<file path="src/rtl/random_pulse_generator.sv">
// Pseudo-random pulse generator: a 6-bit countdown reloaded from a rate code
// plus LFSR jitter, with a rotary-encoder-driven rate register as an alternate rate source.
module random_pulse_generator #(
  parameter logic [15:0] LFSR_SEED      = 16'hACE1,
  parameter logic [3:0]  ENC_RESET_RATE = 4'd8
) (
  input  logic       clk,
  input  logic       rst,
  input  logic       ena,
  input  logic [7:0] ui_in,
  output logic [7:0] uo_out,
  input  logic [7:0] uio_in,
  output logic [7:0] uio_out,
  output logic [7:0] uio_oe
);

  logic [15:0] lfsr_q, lfsr_d;
  logic [5:0]  countdown_q, countdown_d;
  logic        pulse_q, pulse_d;
  logic        toggle_q, toggle_d;
  logic [5:0]  count_q, count_d;
  logic [3:0]  enc_rate_q, enc_rate_d;
  logic        a_meta_q, a_sync_q, a_prev_q;
  logic        b_meta_q, b_sync_q;
  logic [3:0]  rate;
  logic        a_rise;

  // Tile enable, bidirectional inputs and ui_in[7] carry no function.
  logic unused_inputs;
  assign unused_inputs = &{1'b0, ena, uio_in, ui_in[7]};

  always_comb begin
    rate   = ui_in[6] ? enc_rate_q : ui_in[3:0];
    lfsr_d = {1'b0, lfsr_q[15:1]} ^ (lfsr_q[0] ? 16'hB400 : 16'h0000);

    countdown_d = countdown_q - 6'd1;
    pulse_d     = 1'b0;
    count_d     = count_q;
    toggle_d    = toggle_q;
    // Reload uses the pre-advance LFSR; max value 30 + 7 fits in 6 bits.
    if (countdown_q == 6'd0) begin
      countdown_d = {1'b0, 4'd15 - rate, 1'b0} + {3'b000, lfsr_q[2:0]};
      pulse_d     = 1'b1;
      count_d     = count_q + 6'd1;
      toggle_d    = ~toggle_q;
    end

    a_rise     = a_sync_q & ~a_prev_q;
    enc_rate_d = enc_rate_q;
    if (a_rise) begin
      if (!b_sync_q) begin
        if (enc_rate_q != 4'd15) enc_rate_d = enc_rate_q + 4'd1;
      end else begin
        if (enc_rate_q != 4'd0) enc_rate_d = enc_rate_q - 4'd1;
      end
    end
  end

  always_ff @(posedge clk) begin
    if (rst) begin
      lfsr_q      <= LFSR_SEED;
      countdown_q <= 6'd31;
      pulse_q     <= 1'b0;
      toggle_q    <= 1'b0;
      count_q     <= 6'd0;
      enc_rate_q  <= ENC_RESET_RATE;
      a_meta_q    <= 1'b0;
      a_sync_q    <= 1'b0;
      a_prev_q    <= 1'b0;
      b_meta_q    <= 1'b0;
      b_sync_q    <= 1'b0;
    end else begin
      lfsr_q      <= lfsr_d;
      countdown_q <= countdown_d;
      pulse_q     <= pulse_d;
      toggle_q    <= toggle_d;
      count_q     <= count_d;
      enc_rate_q  <= enc_rate_d;
      a_meta_q    <= ui_in[4];
      a_sync_q    <= a_meta_q;
      a_prev_q    <= a_sync_q;
      b_meta_q    <= ui_in[5];
      b_sync_q    <= b_meta_q;
    end
  end

  assign uo_out  = {count_q, toggle_q, pulse_q};
  assign uio_out = lfsr_q[7:0];
  assign uio_oe  = 8'hFF;

endmodule

</file>
<file path="config.mk">
export PLATFORM = sky130hd
export DESIGN_NAME = random_pulse_generator
export DESIGN_NICKNAME = d
export VERILOG_FILES = /design/src/rtl/random_pulse_generator.sv
export SDC_FILE = /design/constraint.sdc
export NUM_CORES = 1
export LEC_CHECK = 0
export BUFFER_PORTS_ARGS = -buffer_cell sky130_fd_sc_hd__buf_4
export CORE_MARGIN = 3
export CORE_UTILIZATION = 39
export CTS_CLUSTER_DIAMETER = 150
export DETAILED_ROUTE_END_ITERATION = 7
export PLACE_DENSITY = 0.63
export SETUP_SLACK_MARGIN = 0.05
export SYNTH_ARGS = -nofsm -noshare
export SYNTH_HDL_FRONTEND = slang
export SYNTH_SLANG_ARGS = --single-unit
</file>
<file path="constraint.sdc">
create_clock -name clk -period 2.7 [get_ports clk]
set_clock_uncertainty 0.1 [all_clocks]
set_input_delay 0.27 -clock clk [delete_from_list [all_inputs] [get_ports clk]]
set_output_delay 0.27 -clock clk [all_outputs]
set_load 0.01 [all_outputs]
</file>
==> key figures <==
Synthesis
  – Number of synthesized flops with an enable pin: 0
  – Syn_area_per_cell: 9.45 µm²
  – Register bit total from synthesis: 39
  – Ys async rst share: 0
  – Syn Std Cell Area: 0.00176 mm²
  – Syn. warnings: 0
  – Post-synth cell types: 37
  – Cells after synthesis: 186
  – Ys flop type: dfxtp_1
  – Register area share after synthesis: 0.444

Floorplan
  – Core Box Area: 0.00417 mm²
  – # IOs: 43
  – Initial Utilization: 0.421
  – Die width: 73.1 µm
  – Die ar.: 0.00535 mm²
  – Rows: 23
  – Die Ht: 73.1 µm

Cells and area
  – Ant. Diodes: 0
  – Footprint of the multi-input gates: 818 µm²
  – Area Growth Syn to Fin: 13.8%
  – # fillers: 407
  – Share of post-route cells with drive strength above 1: 0.215
  – Final #Nets: 226
  – Flip-flop and latch area: 781 µm²
  – Post-route cell area: 0.00200 mm²

CTS
  – Clock Sinks: 39
  – Post-CTS Hold Buffers: 0
  – Deepest clock path buffer count: 2
  – Post-CTS setup buffer count: 0
  – Root buf cell: clkbuf_8
  – CTS buffer count: 5
  – Clock-pin slew on the worst setup and hold paths: 0.08 ns
  – Clock Latency Late Sink: 0.28 ns
  – TritonCTS clock tree: done
  – Post_cts resized: 0
  – Max H-tree Level: 2

Worst setup path
  – FF-to-FF Start: countdown_q[0]
  – CP Cell Sequence: inv_1 -> ha_1 -> or4b_1 -> nor2_2 -> nor2_1 -> a211o_1
  – CP Launch Type: register
  – Reg2reg end: countdown_q[0]
  – Crit end category: register
  – Worst R2R Setup Slack: 0.67 ns
  – Crit path DAT: 2.11 ns
  – R2R depth: 6
  – Slowest CP cell: or4b_1
  – Worst setup path class: register to register
  – CP Max Fanout: 8
  – Required time of the critical path: 2.78 ns
  – Crit-path max cell delay: 0.62 ns

Drt
  – Routed wire length: 2910 µm
  – Drt wl/cell: 11.6 µm
  – DRT iter0 DRCs: 44
  – Remaining DRCs: 0
  – Vias/cell: 4.71
  – Via count of the routed design: 1178
  – Drt first pass iters: 4
  – Post-route ant nets: 0

Global route
  – Initial antenna violation count: 0
  – First-pass GRT wire length: 4940 µm
  – Vias in the first global route: 1048
  – Pin count of the biggest net entering global routing: 40
  – Total grt overflow: 0
  – Gr usage total: 0.119

Worst hold path
  – Worst Hold Depth: 2
  – Hold endpoint: b_meta_q
  – Worst Hold Launch: ui_in[5]
  – Type of the tightest min-delay check: input port to register

Run
  – Max_cap viols: 0

Timing
  – Slew @ Worst Pin: 0.496 ns
  – Final setup vio count: 0
  – Max-slew headroom: 0.667
  – Min Tclk post-route: 2.03 ns
  – Final Hold Fails: 0
  – Fmax: 492 MHz
  – RSZ-0062 raised after global routing: false
  – Final worst-path cycle share: 0.753
  – Max Slew Vio Count: 0
  – Total Neg Setup Slack: 0 ns

Power and ir drop
  – Cell area power density: 643 mW/mm²
  – Leakage: 0.820 nW
  – Peak supply drop: 0.382 mV
  – Final Power: 1.29 mW

Placement
  – Routability cong.: 0.793
  – Number of port buffers: 24
  – Area after DPL: 0.00186 mm²
  – Dpl hpwl: 2030 µm

Status
  – Status: finished clean
==> cell usage in the layout (no fill, tap or decap), drive strengths merged, types with 2 or more instances in the layout <==
master and count:
mux2i 4, fa 2, nand3 3, nor3b 2, inv 6, conb 8
o21ai 4, dfxtp 39, nand2b 4, buf 24, nand2 8, nor4 2
clkbuf 5, a21oi 7, nor2b 13, ha 6, bufinv 2, nor3 5
xnor2 12, a21o 4, or2 7, nor2 18, or3 2
==> kinds of logic after synthesis <==
logic type / synth area share
AND/OR/NAND/NOR: 0.214
flip-flops: 0.444
buffers and inverters: 0.105
AO/OA/AOI/OAI: 0.0861
XOR/XNOR: 0.0598
adder cells (fa/ha/maj): 0.0655
multiplexers: 0.0228
other: 0.00213
==> critical path: cells and delay by family, from the launching register on <==
kind / cells / cell delay [ns]
adder cells (fa/ha/maj): 1 / 0.17
flip-flops: 1 / 0.33
AND/OR/NAND/NOR: 3 / 1.00
AO/OA/AOI/OAI: 1 / 0.26
buffers and inverters: 1 / 0.06
==> sequential cells by signal, indices dropped and copies added, names as in the netlist <==
signal / count
enc_rate_q: 4
b_meta_q: 1
a_prev_q: 1
b_sync_q: 1
toggle_q: 1
a_meta_q: 1
count_q: 6
pulse_q: 1
a_sync_q: 1
countdown_q: 6
lfsr_q: 16
==> report_power, final <==
group	internal, mW	switching [mW]	total, mW
combinational	0.0503	0.0484	0.0987
clock	0.368	0.202	0.571
sequential	0.601	0.0166	0.617
==> per-stage QoR <==
stage               setup slack, ns  hold slack [ns]  utilization  std cells
floorplan                     0.886            0.289            -        193
global placement              0.697            0.297        0.447        242
detailed placement            0.676            0.299        0.447        242
CTS                           0.656           0.0778        0.479        250
global route                  0.557           0.0876        0.479        250
finish                        0.667           0.0876        0.479        250
==> cells in the mapped netlist (all sizes together) (2+ instances only) <==
cell	count	area (µm²)
dfxtp	39	781
buf	19	140
nor2	18	72.6
nor2b	13	81.3
xnor2	12	105
nand2	8	30.0
a21oi	7	35.0
or2	7	43.8
clkbuf	6	22.5
ha	6	75.1
inv	6	22.5
nor3	5	25.0
a21o	4	30.0
mux2i	4	40.0
nand2b	4	25.0
o21ai	4	20.0
nand3	3	15.0
fa	2	40.0
nor3b	2	15.0
nor4	2	18.8
or3	2	12.5
==> routing by layer <==
metal / vias to the layer above / global-route usage / part of all wire
li1: 612 / - / -
met4: 0 / 0.0430 / 0.013
met1: 533 / 0.165 / 0.50
met3: 4 / 0.0496 / 0.060
met2: 29 / 0.165 / 0.42
met5: - / 0 / 0
==> area by class of cell <==
cell class / instances / area share
clock buffer: 5 / 0.0344
clock inverter: 3 / 0.0338
inverter: 6 / 0.0113
multi-input combinational: 123 / 0.409
sequential: 39 / 0.390
tap: 50 / 0.0313
timing repair buffer: 24 / 0.0901
==> worst max path at each step <==
stage / startpoint / to / slack, ns / cells past startpoint
after detailed placement: countdown_q[0] / countdown_q[0] / 0.68 / 6
final: countdown_q[0] / countdown_q[0] / 0.67 / 6
after floorplan: countdown_q[0] / countdown_q[2] / 0.89 / 7
after global routing: countdown_q[0] / countdown_q[0] / 0.56 / 6
after CTS: countdown_q[0] / countdown_q[0] / 0.66 / 6
after global placement: countdown_q[0] / countdown_q[0] / 0.70 / 6
Power figures use the tool's default switching activity.
